$ cat src/rtl/deskew8_pkg.sv
// Default constants shared by the deskew8 top and its lane sub-module.
package deskew8_pkg;
  localparam int DESKEW_LANES   = 4;
  localparam int DESKEW_WIDTH   = 8;
  localparam int DESKEW_MAX_DLY = 3;
endpackage

$ cat src/rtl/deskew_lane.sv
// One deskew lane: free-running MAX_DLY-stage shift chain feeding a registered tap mux.
module deskew_lane #(
  parameter int WIDTH   = 8,
  parameter int MAX_DLY = 3,
  parameter int SW      = 2
) (
  input  logic             clk,
  input  logic             rst_n,
  input  logic [WIDTH-1:0] din,
  input  logic [SW-1:0]    skew,
  output logic [WIDTH-1:0] dout
);
  logic [MAX_DLY-1:0][WIDTH-1:0] stg;
  logic [MAX_DLY:0][WIDTH-1:0]   taps;
  logic [SW-1:0]                 sel;
  logic [WIDTH-1:0]              tap;

  // taps[j] is din delayed j cycles; the output register adds the final cycle.
  assign taps = {stg, din};
  assign sel  = SW'(MAX_DLY) - skew;

  always_comb begin
    tap = '0;
    for (int j = 0; j <= MAX_DLY; j++)
      if (sel == SW'(j)) tap = taps[j];
  end

  always_ff @(posedge clk) begin
    if (!rst_n) begin
      stg  <= '0;
      dout <= '0;
    end else begin
      stg[0] <= din;
      for (int j = 1; j < MAX_DLY; j++) stg[j] <= stg[j-1];
      dout <= tap;
    end
  end
endmodule

$ cat src/rtl/deskew8.sv
// Multi-lane deskew: per-lane complementary delay, fixed valid pipe, flush after reconfig.
// Optional DESKEW8_SKEW_ERR_EN adds a sticky skew_err output for out-of-range skew loads.
module deskew8 import deskew8_pkg::*; #(
  parameter int LANES   = DESKEW_LANES,
  parameter int WIDTH   = DESKEW_WIDTH,
  parameter int MAX_DLY = DESKEW_MAX_DLY,
  parameter int SW      = $clog2(MAX_DLY+1)
) (
  input  logic                   clk,
  input  logic                   rst_n,
  input  logic [LANES*WIDTH-1:0] in_data,
  input  logic                   in_valid,
  input  logic [LANES*SW-1:0]    skew,
  input  logic                   cfg_load,
  output logic [LANES*WIDTH-1:0] out_data,
  output logic                   out_valid,
  output logic                   busy
`ifdef DESKEW8_SKEW_ERR_EN
  , output logic                 skew_err
`endif
);
  localparam int CW = $clog2(MAX_DLY+2);

  logic [LANES-1:0][SW-1:0] fld, clmp, skew_q;
  logic [MAX_DLY-1:0]       vld_pipe;
  logic [CW-1:0]            cnt, cnt_nxt;

  genvar i;
  generate
    for (i = 0; i < LANES; i++) begin : g_lane
      assign fld[i]  = skew[i*SW +: SW];
      assign clmp[i] = (32'(fld[i]) > MAX_DLY) ? SW'(MAX_DLY) : fld[i];
      deskew_lane #(.WIDTH(WIDTH), .MAX_DLY(MAX_DLY), .SW(SW)) u_lane (
        .clk  (clk),
        .rst_n(rst_n),
        .din  (in_data[i*WIDTH +: WIDTH]),
        .skew (skew_q[i]),
        .dout (out_data[i*WIDTH +: WIDTH])
      );
    end
  endgenerate

  // out_valid is gated by the next counter value so it is never high in a busy cycle.
  always_comb begin
    cnt_nxt = cnt;
    if (cfg_load)       cnt_nxt = CW'(MAX_DLY+1);
    else if (cnt != '0) cnt_nxt = cnt - 1'b1;
  end

  always_ff @(posedge clk) begin
    if (!rst_n) begin
      skew_q    <= '0;
      vld_pipe  <= '0;
      out_valid <= 1'b0;
      cnt       <= '0;
      busy      <= 1'b0;
    end else begin
      if (cfg_load) skew_q <= clmp;
      vld_pipe[0] <= in_valid;
      for (int j = 1; j < MAX_DLY; j++) vld_pipe[j] <= vld_pipe[j-1];
      out_valid <= vld_pipe[MAX_DLY-1] && (cnt_nxt == '0);
      cnt       <= cnt_nxt;
      busy      <= (cnt_nxt != '0);
    end
  end

`ifdef DESKEW8_SKEW_ERR_EN
  logic any_over;
  always_comb begin
    any_over = 1'b0;
    for (int j = 0; j < LANES; j++)
      if (32'(fld[j]) > MAX_DLY) any_over = 1'b1;
  end

  always_ff @(posedge clk) begin
    if (!rst_n)                    skew_err <= 1'b0;
    else if (cfg_load && any_over) skew_err <= 1'b1;
  end
`endif
endmodule
$ cat config.mk
export PLATFORM = sky130hd
export DESIGN_NAME = deskew8
export DESIGN_NICKNAME = d
export VERILOG_FILES = /design/src/rtl/deskew8_pkg.sv /design/src/rtl/deskew_lane.sv /design/src/rtl/deskew8.sv
export SDC_FILE = /design/constraint.sdc
export NUM_CORES = 1
export LEC_CHECK = 0
export ABC_AREA = 1
export BUFFER_PORTS_ARGS = -buffer_cell sky130_fd_sc_hd__buf_4
export CORE_MARGIN = 1
export CORE_UTILIZATION = 56
export DETAILED_ROUTE_END_ITERATION = 10
export GPL_TIMING_DRIVEN = 0
export PLACE_DENSITY = 0.87
export SLEW_MARGIN = 20
export SYNTH_ARGS = -nofsm -noshare
export SYNTH_HDL_FRONTEND = slang
export SYNTH_SLANG_ARGS = --single-unit
export TNS_END_PERCENT = 5
$ cat constraint.sdc
create_clock -name clk -period 1.54 [get_ports clk]
set_input_delay 0.308 -clock clk [delete_from_list [all_inputs] [get_ports clk]]
set_output_delay 0.308 -clock clk [all_outputs]
set_load 0.03 [all_outputs]
==> qor.yml <==
status: "finished, violations left"
violations: "DRC"
die_w_um: 97.9
wl_um: 12100
cp-start-kind: "flop"
hpwl_um: 7280
synth_seq_area_share: 0.560
rr_worst_depth: 8
viasPerCell: 4.95
start_util: 0.584
hold_viol: 0
fin_skew_ns: 0.00658
pin_count: 78
slowest_stage: "dfxtp_1"
portBuffers: 76
setup_viol_count_final: 0
n_fill_cell: 589
grt-ovfl-total: 0
grt_pass1_vias: 4595
nets: 847
tightest_slew_ns: 0.558
critPathRequiredTime_ns: 2.00
max_stage_delay_ns: 0.31
timing.final.crit_share: 0.917
num_vias: 4559
syn_nets: 719
cp-end-kind: "flop"
vdd_drop_max_uv: 807
antenna_cells: 0
postRouteAntennaNets: 0
gp_congestion: 0.806
synth_edf_count: 0
cts.sinks: 144
cp_top_family: "simple AND/OR/NAND/NOR gates"
grt_max_degree: 17
crit_arrival_ns: 1.88
p_total_w: 0.00903
synth_seq_cells: 144
yosysWarningCount: 0
synth.avg_cell_area_sq_um: 7.66
grt.total_usage: 0.269
worstSetupPathType: "flop to flop"
relSlewSlack: 0.628
ctsRootBufferMaster: "clkbuf_8"
design.core.area_sq_mm: 0.00881
drc_errors: 14
fp-row-count: 34
cp_num_cells: 8
synthFlopType: "dfxtp_1"
antenna_found_initial: 0
fp.dieH_um: 97.9
cts_tree: "built"
drt_iter0_markers: 226
netlist_area_sq_mm: 0.00515
hp-class: "input pin to flop"
cp_num_buf_inv: 2
tns_ns: 0
path_max_fanout: 2
dr.pass1.iters: 8
dieArea_sq_mm: 0.00958
crit_chain: "inv_1, ha_1, inv_1, ha_1, or2_2, nor2_2, nand2_1, nor2_1"
layout_commonest_cell: "nand2_1"
grt_pass1_wl_um: 20200
rsz0062_at_grt: "no"
post_cts_buffers: 0
cts_made_buffers: 17
htree_levels: 4
max_cap_violations: 0
whs_path_depth: 3
syn_inst: 672
layout-drive-gt1-share: 0.175
fmax_mhz: 708
fin_crit_ns: 1.41
clk_path_buf_depth: 2
syn2layout_area_growth_pct: 31.5
clock_latency_ns: 0.52
mostFrequentLayoutCells: "nand2_1, dfxtp_1, inv_1"
asyncSetResetFlopFracSynth: 0
powerDensity_mw_per_mm2: 1330
clkTransAtPathRegs_ns: 0.06
power_leakage_nw: 3.81
drv_slew: 0
wl_per_cell_um: 13.2
ys_types: 19
layout make-up:
| cell class | instances | area (sq um) | share of cell area |
|---|---|---|---|
| sequential | 144 | 2880 | 0.426 |
| multi-input combinational | 384 | 1650 | 0.243 |
| timing repair buffer | 109 | 901 | 0.133 |
| inverter | 119 | 449 | 0.0664 |
| clock buffer | 18 | 428 | 0.0632 |
| buffer | 25 | 171 | 0.0253 |
| clock inverter | 14 | 155 | 0.0229 |
| tap | 108 | 135 | 0.0200 |
final timing paths:
path | start | to | slack (ns)
setup / recovery | cnt[0] | out_valid | 0.13
hold / removal | skew[4] | skew_q[4] | 0.09
setup reg to reg | cnt[0] | out_valid | 0.13
hold reg to reg | vld_pipe[1] | vld_pipe[2] | 0.41
metrics by stage:
step / util / cells / area, sq um / hold slack [ns] / setup WS (ns)
5_1_grt: 0.769 / 921 / 6770 / 0.0932 / 0.0261
3_3_place_gp: 0.665 / 856 / 5850 / 0.392 / 0.168
3_5_place_dp: 0.665 / 856 / 5850 / 0.401 / 0.133
4_1_cts: 0.767 / 920 / 6760 / 0.00188 / 0.117
6_report: 0.769 / 921 / 6770 / 0.0922 / 0.128
2_1_floorplan: - / 672 / 5150 / 0.390 / 0.260
flip-flops by register name, indices dropped and copies added (netlist names):
register,cells
g_lane.u_lane.stg,96
g_lane.u_lane.dout,32
skew_q,8
cnt,3
vld_pipe,3
busy,1
out_valid,1
cells by family (layout without fill, tap and decap cells):
| logic type | after synthesis | in the layout | synth area share |
|---|---|---|---|
| AO/OA/AOI/OAI | 63 | 63 | 0.0681 |
| flip-flops | 144 | 144 | 0.560 |
| AND/OR/NAND/NOR | 318 | 318 | 0.244 |
| buffers and inverters | 144 | 285 | 0.121 |
| adder cells (fa/ha/maj) | 3 | 3 | 0.00729 |
where the power goes:
| part | total [W] | internal, W | switching [W] | leakage, nW |
|---|---|---|---|---|
| clock | 0.00399 | 0.00237 | 0.00162 | 0.271 |
| sequential | 0.00402 | 0.00392 | 0.0000984 | 1.19 |
| combinational | 0.00102 | 0.000424 | 0.000599 | 2.35 |
| total | 0.00903 | 0.00672 | 0.00232 | 3.81 |
per-layer routing:
layer / global-route usage / up-vias / share of wire
li1: - / 2256 / -
met1: 0.301 / 2089 / 0.40
met2: 0.470 / 183 / 0.51
met3: 0.0723 / 31 / 0.064
met4: 0.136 / 0 / 0.025
met5: 0 / - / 0
what timing repair did:
item,CTS,global route
gates resized for setup,0,1
hold buffers,32,1
endpoints found under the hold margin,32,1
endpoints found under the setup margin,0,1
synth_stat cells, types with 2 or more instances:
cell type,count,area (sq um)
a21oi_1,9,45.0
ha_1,3,37.5
inv_1,111,417
o21a_1,14,105
nand3_1,35,175
buf_2,11,55.1
buf_6,8,90.1
clkbuf_1,5,18.8
nand2_2,3,18.8
o21ai_1,2,10.0
nor2_1,69,259
dfxtp_1,144,2880
nand2_1,209,785
inv_2,7,26.3
o21ai_0,38,190
tightest hold or removal path: stages:
cell and delay (ns):
buf_4 0.08, o21ai_0 0.07, a21oi_1 0.11
Power figures use the tool's default switching activity.
